===== src/rtl/inst_fetch_unit.sv =====
// -----------------------------------------------------------------------------
// inst_fetch_unit
//
// Instruction-fetch stage placed directly after the PC register. It samples the
// PC, runs a req/ack handshake with instruction memory and drives the IF/ID
// pipeline register. An ID-stage stall is absorbed by a one-entry park buffer.
// A branch flush squashes the IF/ID instruction and any in-flight request.
//
// Ports
//   clk_i        rising-edge clock
//   rst_i        asynchronous, active-high reset
//   pc_i         PC register value, sampled in ISSUE only
//   pc_write_o   PC register write enable (top level ORs it with flush_i)
//   stall_i      ID-stage stall: hold the IF/ID outputs
//   flush_i      taken branch/jump: squash fetched and in-flight instruction
//   imem_req_o   instruction memory request
//   imem_addr_o  word-aligned request address
//   imem_ack_i   memory response valid (data valid in the same cycle)
//   imem_data_i  fetched instruction
//   inst_o       IF/ID instruction
//   pc_o         address of inst_o
//   pc_plus4_o   pc_o + 4
//   valid_o      inst_o is a real instruction (0 = bubble)
// -----------------------------------------------------------------------------
module inst_fetch_unit #(
  parameter int                ADDR_W   = 32,
  parameter int                INST_W   = 32,
  parameter logic [INST_W-1:0] NOP_INST = 32'h0000_0000
) (
  input  logic              clk_i,
  input  logic              rst_i,
  input  logic [ADDR_W-1:0] pc_i,
  output logic              pc_write_o,
  input  logic              stall_i,
  input  logic              flush_i,
  output logic              imem_req_o,
  output logic [ADDR_W-1:0] imem_addr_o,
  input  logic              imem_ack_i,
  input  logic [INST_W-1:0] imem_data_i,
  output logic [INST_W-1:0] inst_o,
  output logic [ADDR_W-1:0] pc_o,
  output logic [ADDR_W-1:0] pc_plus4_o,
  output logic              valid_o
);

  typedef enum logic [1:0] {
    ISSUE, // sample the PC, no request
    FETCH, // request outstanding, waiting for ack
    HOLD,  // response parked while ID stalls
    DRAIN  // flushed request still outstanding; its data will be dropped
  } state_t;

  state_t state_q, state_d;

  logic [INST_W-1:0] buf_inst;
  logic [ADDR_W-1:0] buf_addr;

  logic              accept;   // new instruction enters IF/ID this edge
  logic              park;     // response captured into the park buffer
  logic [INST_W-1:0] new_inst;
  logic [ADDR_W-1:0] new_addr;
  logic [ADDR_W-1:0] next_addr;
  logic [ADDR_W-1:0] aligned_pc;

  // NOTE: every signal driven here gets a default first, so no path can leave
  // one unassigned and infer a latch.
  always_comb begin
    state_d = state_q;
    accept  = 1'b0;
    park    = 1'b0;
    unique case (state_q)
      ISSUE: state_d = FETCH;
      FETCH: begin
        // Flush outranks ack: an acked-but-flushed response is simply dropped.
        if (flush_i)         state_d = imem_ack_i ? ISSUE : DRAIN;
        else if (imem_ack_i) begin
          if (!stall_i) accept = 1'b1;
          else begin
            park    = 1'b1;
            state_d = HOLD;
          end
        end
      end
      HOLD: begin
        if (flush_i)       state_d = ISSUE;
        else if (!stall_i) begin
          accept  = 1'b1;
          state_d = FETCH;
        end
      end
      DRAIN: if (imem_ack_i) state_d = ISSUE;
      default: state_d = ISSUE;
    endcase
  end

  // An accept comes either from memory (FETCH) or from the park buffer (HOLD).
  assign new_inst   = (state_q == HOLD) ? buf_inst : imem_data_i;
  assign new_addr   = (state_q == HOLD) ? buf_addr : imem_addr_o;
  assign next_addr  = new_addr + ADDR_W'(4);
  assign aligned_pc = pc_i & ~ADDR_W'(3);

  assign imem_req_o = (state_q == FETCH) || (state_q == DRAIN);
  assign pc_write_o = accept;

  // NOTE: sequential state uses non-blocking assignments so every register
  // samples the pre-edge values regardless of statement order.
  always_ff @(posedge clk_i or posedge rst_i) begin
    if (rst_i) state_q <= ISSUE;
    else       state_q <= state_d;
  end

  // Request address: loaded from the PC in ISSUE, advanced on accept, and held
  // otherwise so it stays stable while a request (including DRAIN) is pending.
  always_ff @(posedge clk_i or posedge rst_i) begin
    if (rst_i)                 imem_addr_o <= '0;
    else if (state_q == ISSUE) imem_addr_o <= aligned_pc;
    else if (accept)           imem_addr_o <= next_addr;
  end

  always_ff @(posedge clk_i or posedge rst_i) begin
    if (rst_i) begin
      buf_inst <= '0;
      buf_addr <= '0;
    end else if (park) begin
      buf_inst <= imem_data_i;
      buf_addr <= imem_addr_o;
    end
  end

  // IF/ID register: flush > stall (hold) > accept > bubble.
  // Bubbles and flushes keep the pc fields of the last real instruction.
  always_ff @(posedge clk_i or posedge rst_i) begin
    if (rst_i) begin
      inst_o     <= NOP_INST;
      pc_o       <= '0;
      pc_plus4_o <= '0;
      valid_o    <= 1'b0;
    end else if (flush_i) begin
      inst_o  <= NOP_INST;
      valid_o <= 1'b0;
    end else if (!stall_i) begin
      if (accept) begin
        inst_o     <= new_inst;
        pc_o       <= new_addr;
        pc_plus4_o <= next_addr;
        valid_o    <= 1'b1;
      end else begin
        inst_o  <= NOP_INST;
        valid_o <= 1'b0;
      end
    end
  end

endmodule


===== config.mk =====
export PLATFORM = sky130hd
export DESIGN_NAME = inst_fetch_unit
export DESIGN_NICKNAME = d
export VERILOG_FILES = /design/src/rtl/inst_fetch_unit.sv
export SDC_FILE = /design/constraint.sdc
export NUM_CORES = 1
export LEC_CHECK = 0
export CORE_AREA = 2 2 144 146
export CTS_CLUSTER_DIAMETER = 120
export DETAILED_ROUTE_END_ITERATION = 10
export DIE_AREA = 0 0 146 148
export DONT_BUFFER_PORTS = 1
export GPL_ROUTABILITY_DRIVEN = 0
export SLEW_MARGIN = 15
export SYNTH_ARGS = -nofsm -noshare
export SYNTH_HDL_FRONTEND = slang
export SYNTH_SLANG_ARGS = --single-unit

===== constraint.sdc =====
create_clock -name clk_i -period 15.68 [get_ports clk_i]
set_input_delay 4.704 -clock clk_i [delete_from_list [all_inputs] [get_ports clk_i]]
set_output_delay 4.704 -clock clk_i [all_outputs]
set_load 0.005 [all_outputs]

Yosys cells after proc, flatten, opt, wreduce, memory -nomap -nowiden
Index checks and enable logic that the tools add are counted.

cells by class
  bitwise logic cells = 2
  multiplexer cells = 27
  equal/unequal tests = 8
  add/sub/neg operators = 1
  reduce and logical (&&, ||, !) cells = 5

operators with widths
  cell                                                    count
  2-to-1 mux 32 bit                                       7
  adder 32 x 3 -> 32 bit (second input constant)          1
  2-to-1 mux 2 bit                                        7
  2-to-1 mux 1 bit                                        11
  inequality test 3 bit (second input constant)           3
  case mux 2 bit (4 select lines)                         1
  equality test 2 bit (second input constant)             2
  AND reduction 4 bit                                     1
  AND reduction 3 bit                                     1
  equality test 2 x 1 -> 1 bit (second input constant)    1
  logical NOT 2 bit                                       1
  inequality test 2 x 1 -> 1 bit (second input constant)  1
  inequality test 2 bit (second input constant)           1
  NOT 1 bit                                               2
  case mux 1 bit (2 select lines)                         1
  nonzero test 2 bit                                      1
  logical OR 1 bit                                        1

storage, ports and cells
  input bits = 69
  output and inout bits = 131
  word-level logic and storage cells = 51
  flip-flop bits (word level) = 195

Depth between registers and ports, before layout
Gate-level depths: netlist of the first run.

  depth in word-level cells = 7
  gate-level depth with buffers = 16
  mapped depth without buffers = 10

Worst setup path before layout of the first run
No wires, ideal clock.

  kind = input to output
  start = in stall_i
  end = out pc_write_o
  arrival time = 5.668 ns
  required time = 10.976 ns
  path slack = 5.308 ns
  buffers on the path = 2
  stages on the path = 5
  cell sequence = nand2b_1 -> or3_1 -> buf_2 -> inv_2 -> clkbuf_1

on the way
  word-level cells in the longest chain between the ends = 4
  elaborated cells between the ends (all ways) = 5
  those cells by class = 5 x mux

ends and longest elaborated chain
  element                            line    source
  start: declaration                 34      input logic stall_i,
  2-to-1 mux 1 bit *                 77, 86
  2-to-1 mux 1 bit                   76      else if (imem_ack_i) begin
  2-to-1 mux 1 bit                   75      if (flush_i) state_d = imem_ack_i ? ISSUE : DRAIN;
  case mux 1 bit (2 select lines) *  71      unique case (state_q)
  end: declaration                   33      output logic pc_write_o,

Every way passes the cells marked *; elsewhere a longest branch is shown, timed or not.

Final worst setup path of the first run
Same ends and word-level chain as after synthesis.

==> reports/metrics.yaml, run 1 <==
io_pins: 200
cts_buffers: 17
hp-class: "reg2reg"
cellPowerDensity_mw_per_mm2: 196
grt_pass1_wl_mm: 35.7
status: "finished clean"
use_met1_pct: 26.6
cts_setup_buffers: 0
vias_per_cell: 5.81
ctsLongestPathBuffers: 2
die_y_um: 148
cp_max_fo: 64
nets: 874
tns_ns: 0
tightestPinTransition_ns: 1.04
antenna_found_initial: 0
cp.arrival_ns: 6.03
start_util_pct: 44.5
synth_edf_count: 0
vdd_drop_max_mv: 0.0988
yosys.cell_types.count: 53
wirelength_mm: 22.5
crit_type: "in2out"
fin_crit_ns: 10.73
startpoint_type: "input pin"
drc: 0
vias: 6293
cts_max_level: 4
hpwl_mm: 14.9
relSlewSlack_pct: 30.6
hold_depth: 1
ff2ff_path_depth: 9
drive_gt1_share_pct: 15.3
globalRouteOverflowTotal: 0
synth-seq-cells: 193
drt-pass1-iter-count: 5
synth.avg_cell_area_um2: 10.8
yosys_warnings: 0
synth_cells: 827
ys.flop_type: "dfrtp_1"
fin_util_pct: 48.6
busiest_layer: "met2"
grt_use_total_pct: 20.9
wl_per_cell_um: 20.8
grt_max_degree: 121
finalMaxSlewViolations: 0
root_buffer: "clkbuf_16"
die_area_mm2: 0.0216
cts-resized-gates: 0
drt-initial-drc-count: 340
coreArea_mm2: 0.0200
rsz0062_at_grt: "false"
finalCritPeriodShare_pct: 68.4
async_flop_share_pct: 100
postCtsHoldBufs: 0
syn_area_mm2: 0.00892
max_freq_mhz: 93.2
worstPathRequired_ns: 10.98
setup_viol: 0
syn-num-nets: 901
ant_nets: 0
die_w_um: 146
drv_cap: 0
finalHoldViolCount: 0
cts_tree: "built"
met2_usage_pct: 34.2
diodes: 0
leakage_uw: 0.00425
area_growth_syn_to_layout_pct: 9.06
num_rows: 52
endpoint_kind: "output port"
fin_skew_ns: 0.0119
met3_usage_pct: 7.50
path_clk_slew_ns: 0.06
portBuffers: 0
finalPower_uw: 1910
yosysSeqAreaShare_pct: 54.1
clk_latency_ns: 0.43
grt_pass1_vias: 6353
clock_sinks: 193
[logic make-up after synthesis]
logic type | after synthesis | share of synthesized area [%]
compound gates | 159 | 10.9
xor+xnor | 19 | 1.86
fa+ha+maj | 5 | 0.701
buf+inv | 60 | 3.15
flops | 193 | 54.1
mux | 134 | 16.0
simple gates | 257 | 13.3
[layout by cell type, fill, tap and decap left out, drive strengths merged, types with 14 or more instances in the layout]
cell	n
nand3	17
a21oi	23
o21ai	81
dfrtp	193
nor2	36
mux2i	65
inv	14
mux2	69
nand2	156
clkbuf	18
[worst max-delay path: stages]
cell and delay (ns):
nand2b_1 0.13, or3_4 0.58, inv_2 0.53
[sequential cells by signal (all words and copies together) (netlist names)]
register / cells
buf_addr: 32
imem_addr_o: 32
inst_o: 32
valid_o: 1
pc_o: 32
state_q: 2
buf_inst: 32
pc_plus4_o: 30
[where the power goes]
| part | internal, uW | switching, uW |
|---|---|---|
| logic | 238 | 299 |
| clock network | 262 | 205 |
| registers | 696 | 211 |
| total | 1200 | 716 |
[Yosys cell counts, types with 2 or more instances]
cell | instances | area share (%)
mux2i_1 | 65 | 7.3
a2bb2oi_1 | 6 | 0.59
o32ai_1 | 3 | 0.29
a21oi_1 | 22 | 1.2
nand4b_1 | 7 | 0.69
a211oi_1 | 5 | 0.42
nand3_2 | 2 | 0.22
a31oi_1 | 9 | 0.63
o31ai_1 | 3 | 0.25
nor2_1 | 36 | 1.5
nand2_1 | 156 | 6.6
nand3_1 | 14 | 0.79
buf_4 | 7 | 0.59
clkbuf_1 | 33 | 1.4
ha_1 | 5 | 0.70
inv_1 | 7 | 0.29
o22a_1 | 4 | 0.39
nor2b_1 | 2 | 0.14
and2_1 | 3 | 0.21
o221ai_1 | 9 | 0.88
nor3_1 | 3 | 0.17
buf_2 | 9 | 0.50
xnor2_1 | 6 | 0.59
xor2_1 | 13 | 1.3
dfrtp_1 | 193 | 54
nand2b_1 | 6 | 0.42
mux2_2 | 69 | 8.7
a21o_1 | 9 | 0.76
o21ai_0 | 81 | 4.5
or3_1 | 4 | 0.28
and3_1 | 4 | 0.28
nand4_1 | 11 | 0.77
[per-stage QoR]
step	setup slack, ns	instances	instance area (um2)	hold WS [ns]
finish	4.95	1083	9730	0.506
global route	4.87	1083	9730	0.522
CTS	4.96	1083	9730	0.512
detailed placement	4.95	1051	9100	0.495
global placement	4.95	1051	9100	0.486
floorplan	5.31	827	8920	0.470
[layout make-up]
| cell class | instances | area [um2] |
|---|---|---|
| flip-flops and latches | 193 | 4830 |
| fillers | 1840 | 10300 |
| inverters | 8 | 37.5 |
| repair buffers | 6 | 45.0 |
| clock inverters | 14 | 195 |
| clock buffers | 18 | 439 |
| multi-input cells | 574 | 3850 |
| well taps | 270 | 338 |
[per-layer routing]
metal / part of all wire, % / wire (um) / vias up
met5: 0 / 0 / -
li1: - / - / 2840
met3: 8.2 / 1840 / 22
met4: 1.4 / 311 / 0
met2: 48 / 10700 / 214
met1: 43 / 9600 / 3217
[path summary, 6_finish.rpt]
path	slack [ns]	end	startpoint
max in group asynchronous	9.84	buf_inst[20]	rst_i
min in group asynchronous	4.27	inst_o[5]	rst_i
hold reg to reg	0.51	buf_inst[20]	buf_inst[20]
setup / recovery	4.95	pc_write_o	stall_i
hold / removal	0.51	buf_inst[20]	buf_inst[20]
setup reg to reg	11.87	imem_addr_o[30]	state_q[0]
Power figures use the tool's default switching activity.
==> inputs of run 2 (changes only) <==
- clock period: 15.68 -> 10.2 ns (I/O delays scaled with it)
==> run 2 against run 1 <==
Sequential cell count unchanged; core utilization decreased by 0.22 points; first-iteration DRC count fell by 1.8%; sequential share of layout area up 0.22 points; clock skew fell by 0.0028 ns; combinational power up 53%; largest power group unchanged.
==> reports/metrics.yaml, run 2 (same netlist as run 1, synthesis figures left out) <==
fin_crit_ns: 7.49
num_rows: 52  # unchanged
startpoint_type: "input pin"
final_cell_mix: "193 x dfrtp_1, 156 x nand2_1, 81 x o21ai_0, 69 x mux2_2, 65 x mux2i_1"
worstPathRequired_ns: 7.14  # -3.84 ns
start_util_pct: 44.5  # unchanged
ant_nets: 0  # unchanged
wirelength_mm: 22.0  # -2.1%
p_int_uw: 1790  # +50%
root_buffer: "clkbuf_16"
crit_type: "in2out"
ff2ff_setup_slack_ns: 6.29  # -5.58 ns
switching_share_pct: 37.9  # +0.52 points
rsz0062_at_grt: "false"
portBuffers: 0  # unchanged
clk_latency_ns: 0.43  # about the same
vias: 6157  # -2.2%
drv_cap: 0  # unchanged
fin_skew_ns: 0.00903  # -0.00282 ns
hold_depth: 1  # unchanged
holdPathEnd: "buf_inst[31]"
tns_ns: 0  # unchanged
drt-initial-drc-count: 334  # -1.8%
crit_slowest_cell: "or3_4"
seqPwrFrac_pct: 48.2  # +0.7 points
vias_per_cell: 5.69  # -2.2%
wl_per_cell_um: 20.3  # -2.1%
multi_input_area_mm2: 0.00385  # unchanged
nets: 874  # unchanged
n_fill_cell: 1849  # +0.49%
cts_buffers: 17  # unchanged
grt_pass1_wl_mm: 35.6  # -0.45%
clock_sinks: 193  # unchanged
die_y_um: 148  # unchanged
cts_setup_buffers: 0  # unchanged
grt_pass1_vias: 6246  # -1.7%
leakage_uw: 0.00421  # -0.77%
io_pins: 200  # unchanged
final_area_mm2: 0.00969  # -0.45%
finalHoldViolCount: 0  # unchanged
grt_max_degree: 116  # -4.1%
area_growth_syn_to_layout_pct: 8.57
clkPwrFrac_pct: 23.2  # -1.2 points
r2r-end: "imem_addr_o[31]"
hpwl_mm: 14.6  # -1.9%
max_stage_delay_ns: 0.65  # +0.07 ns
cts_max_level: 4  # unchanged
cp_max_fo: 85  # +33%
cp.buffers_inverters: 1  # unchanged
hold_slack_ns: 0.507  # +0.000203 ns
ff2ff_path_depth: 9  # unchanged
drive_gt1_share_pct: 15.3  # unchanged
final_common_cell: "dfrtp_1"
max_freq_mhz: 133
grt_use_total_pct: 20.9  # about the same
finalPower_uw: 2880  # +51%
switchingPower_uw: 1090  # +53%
endpoint_kind: "output port"
place_area_mm2: 0.00910  # unchanged
p_comb_share_pct: 28.6  # +0.5 points
hp-class: "reg2reg"
status: "finished clean"
hp-start: "buf_inst[31]"
path_clk_slew_ns: 0.07  # about the same
finalCritPeriodShare_pct: 73.5
tightestPinTransition_ns: 1.05  # +0.00724 ns
regArea_mm2: 0.00483  # unchanged
die_area_mm2: 0.0216  # unchanged
die_w_um: 146  # unchanged
postCtsHoldBufs: 0  # unchanged
finalMaxSlewViolations: 0  # unchanged
globalRouteOverflowTotal: 0  # unchanged
cellPowerDensity_mw_per_mm2: 298  # +51%
cp.arrival_ns: 4.43  # -1.60 ns
crit-reg2reg-launch: "state_q[0]"
ctsLongestPathBuffers: 2  # unchanged
diodes: 0  # unchanged
drc: 0  # unchanged
relSlewSlack_pct: 30.1  # -0.48 points
drt-pass1-iter-count: 5  # unchanged
cts-resized-gates: 0  # unchanged
antenna_found_initial: 0  # unchanged
path_delay_family: "simple AND/OR/NAND/NOR gates"
path_cells: "nand2b_1, or3_4, inv_2"
cts_tree: "built"
coreArea_mm2: 0.0200  # unchanged
setup_viol: 0  # unchanged
vdd_drop_max_mv: 0.110  # +11%
-- run 2: changes by cell type in the layout (fill, tap and decap cells not counted), sizes merged --
cell      previous run  this run
bufinv               3         1
clkinvlp             1         4
inv                 14        13
-- run 2: how the worst max path moves through the flow --
stage          startpoint          end  slack (ns)  depth (start not counted)
2_1_floorplan       rst_i  buf_addr[0]        1.88                          1
3_3_place_gp      stall_i   pc_write_o        2.70                          3
3_5_place_dp      stall_i   pc_write_o        2.69                          3
4_1_cts           stall_i   pc_write_o        2.69                          3
5_1_grt           stall_i   pc_write_o        2.60                          3
6_report          stall_i   pc_write_o        2.71                          3
-- run 2: area by class of cell --
cell class	instances	share of cell area [%]
Multi-Input combinational cell	574	39.7
Tap cell	270	3.49
Sequential cell	193	49.9
Timing Repair Buffer	6	0.465
Clock buffer	18	4.53
Inverter	8	0.387
Clock inverter	14	1.56
-- run 2: power by group through the flow --
stage | Sequential (uW) | Clock [uW] | Combinational [uW]
detailed placement | 1400 | 0 | 831
CTS | 1390 | 689 | 832
finish | 1390 | 669 | 824
global placement | 1390 | 0 | 797
global route | 1430 | 723 | 928
floorplan | 1290 | 0 | 677
-- run 2: through the flow --
step	setup slack (ns)	instances	util (%)
after floorplan	1.88	827	-
after global placement	2.70	1051	45.4
after detailed placement	2.69	1051	45.4
after CTS	2.69	1083	48.3
after global routing	2.60	1083	48.3
final	2.71	1083	48.3
-- run 2: worst reg2reg max path, cell delays in order, from the launching register on --
cell      delay (ns)
dfrtp_1         0.42
inv_1           0.13
ha_4            0.59
buf_4           0.85
mux2i_1         0.39
a211oi_1        0.55
nand2_1         0.19
nor4_2          0.31
xor2_1          0.22
o221ai_1        0.12
-- run 2: routing by layer --
| metal | vias to the layer above | track usage, % | wire [um] | share of wire [%] |
|---|---|---|---|---|
| li1 | 2841 | - | - | - |
| met1 | 3080 | 27.2 | 9390 | 43 |
| met2 | 214 | 33.7 | 10400 | 47 |
| met3 | 22 | 7.01 | 1840 | 8.4 |
| met4 | 0 | 5.78 | 378 | 1.7 |
| met5 | - | 0 | 0 | 0 |
==> inputs of run 3 (changes only) <==
- clock period: 10.2 -> 6.2 ns (I/O delays scaled with it)
==> run 3 against run 2 <==
Highest routed layer unchanged; first-iteration DRC count down 24%; hold slack worse by 0.0012 ns; count of clock-buffer cells in the layout up 2; sequential share of layout area down 0.32 points; register-to-register slack worse by 3.6 ns; design area up 0.65%; total power up 67%; via count up 0.29%; critical endpoint unchanged; combinational power up 64%.
==> reports/metrics.yaml, run 3 (same netlist as run 1, synthesis figures left out) <==
status: "finished clean"
max_stage_delay_ns: 0.56  # -0.09 ns
hold_slack_ns: 0.505  # -0.00117 ns
tns_ns: 0  # unchanged
crit_slowest_cell: "or3_4"
cp_max_fo: 57  # -33%
fin_skew_ns: 0.0101  # +0.00108 ns
ctsLongestPathBuffers: 2  # unchanged
io_pins: 200  # unchanged
rsz0062_at_grt: "false"
switching_share_pct: 36.9  # -1.0 points
grt_pass1_wl_mm: 35.2  # -1.0%
cellPowerDensity_mw_per_mm2: 493  # +66%
ff2ff_setup_slack_ns: 2.67  # -3.62 ns
setup_viol: 0  # unchanged
clock_sinks: 193  # unchanged
vias_per_cell: 5.68  # about the same
switchingPower_uw: 1780  # +62%
ant_nets: 0  # unchanged
globalRouteOverflowTotal: 0  # unchanged
finalCritPeriodShare_pct: 74.1
drive_gt1_share_pct: 15.5  # +0.29 points
drc: 0  # unchanged
vias: 6175  # +0.29%
cp.arrival_ns: 2.73  # -1.70 ns
num_rows: 52  # unchanged
p_int_uw: 3030  # +70%
dp_cells: 1055  # +0.38%
drv_cap: 0  # unchanged
wirelength_mm: 21.9  # -0.30%
clkPwrFrac_pct: 24.3  # +1.1 points
startpoint_type: "input pin"
die_w_um: 146  # unchanged
cts_setup_buffers: 0  # unchanged
cts_tree: "built"
cts-resized-gates: 0  # unchanged
finalHoldViolCount: 0  # unchanged
worstPathRequired_ns: 4.34  # -2.80 ns
fin_crit_ns: 4.59
hpwl_mm: 15.0  # +2.2%
grt_pass1_vias: 6351  # +1.7%
place_ws_ns: 1.60  # -1.09 ns
die_area_mm2: 0.0216  # unchanged
drt-initial-drc-count: 255  # -24%
fin_cells: 1087  # +0.37%
grt_max_degree: 107  # -7.8%
p_comb_share_pct: 28.2  # -0.4 points
vdd_drop_max_mv: 0.213  # +94%
finalMaxSlewViolations: 0  # unchanged
portBuffers: 0  # unchanged
hp-class: "reg2reg"
max_freq_mhz: 218
nets: 878  # +0.46%
start_util_pct: 44.5  # unchanged
tightestPinTransition_ns: 1.04  # -0.00535 ns
coreArea_mm2: 0.0200  # unchanged
cp.buffers_inverters: 1  # unchanged
postCtsHoldBufs: 0  # unchanged
final_common_cell: "dfrtp_1"
drt-pass1-iter-count: 5  # unchanged
diodes: 0  # unchanged
endpoint_kind: "output port"
crit_type: "in2out"
path_clk_slew_ns: 0.07  # about the same
final_cell_mix: "193 x dfrtp_1, 156 x nand2_1, 81 x o21ai_0, 69 x mux2_2, 65 x mux2i_1"
area_growth_syn_to_layout_pct: 9.27
path_cells: "nand2b_1, or3_4, inv_2"
wl_per_cell_um: 20.2  # -0.66%
path_delay_family: "simple AND/OR/NAND/NOR gates"
antenna_found_initial: 0  # unchanged
leakage_uw: 0.00425  # +0.85%
fin_ws_ns: 1.61  # -1.10 ns
cts_buffers: 17  # unchanged
seqPwrFrac_pct: 47.5  # -0.7 points
relSlewSlack_pct: 30.5  # +0.36 points
finalPower_uw: 4810  # +67%
cts_max_level: 4  # unchanged
grt_use_total_pct: 20.6  # -0.32 points
clk_latency_ns: 0.42  # about the same
root_buffer: "clkbuf_16"
die_y_um: 148  # unchanged
-- run 3: layout make-up --
cell class / count / area (um2)
Fill cell: 1881 / 10300
Sequential cell: 193 / 4830
Multi-Input combinational cell: 574 / 3850
Clock buffer: 20 / 457
Tap cell: 270 / 338
Clock inverter: 12 / 170
Timing Repair Buffer: 10 / 75.1
Inverter: 8 / 33.8
-- run 3: worst register-to-register path, cell delays in order, from the launching register on --
cell and delay, ns:
dfrtp_1 0.42, inv_1 0.14, ha_4 0.46, buf_4 0.59, mux2i_1 0.31, a211oi_1 0.61
nand2_1 0.20, nor3_1 0.26, xor2_1 0.24, o221ai_1 0.15
-- run 3: power groups by stage --
stage | logic, uW | registers, uW | clock network, uW
4_1_cts | 1370 | 2280 | 1200
3_3_place_gp | 1310 | 2280 | 0
2_1_floorplan | 1110 | 2120 | 0
3_5_place_dp | 1370 | 2310 | 0
6_report | 1350 | 2280 | 1170
5_1_grt | 1530 | 2360 | 1250
-- run 3: path summary, 6_finish.rpt --
kind	start	endpoint	cells after the start
setup / recovery	stall_i	pc_write_o	3
hold / removal	inst_o[14]	inst_o[14]	2
setup reg to reg	state_q[0]	imem_addr_o[30]	9
hold reg to reg	inst_o[14]	inst_o[14]	2
max in group asynchronous	rst_i	buf_inst[2]	2
min in group asynchronous	rst_i	buf_addr[5]	1
-- run 3: metrics by stage --
step                utilization [%]  cell area (um2)
floorplan                         -             8930
global route                   48.7             9750
global placement               45.5             9120
detailed placement             45.5             9120
finish                         48.7             9750
CTS                            48.7             9750
-- run 3: per-layer routing --
metal  share of wire [%]  up-vias  GRT usage, %
li1                    -     2864             -
met1                  43     3100          25.7
met2                  48      191          34.4
met3                 7.3       20          6.23
met4                 1.5        0          6.99
met5                   0        -             0
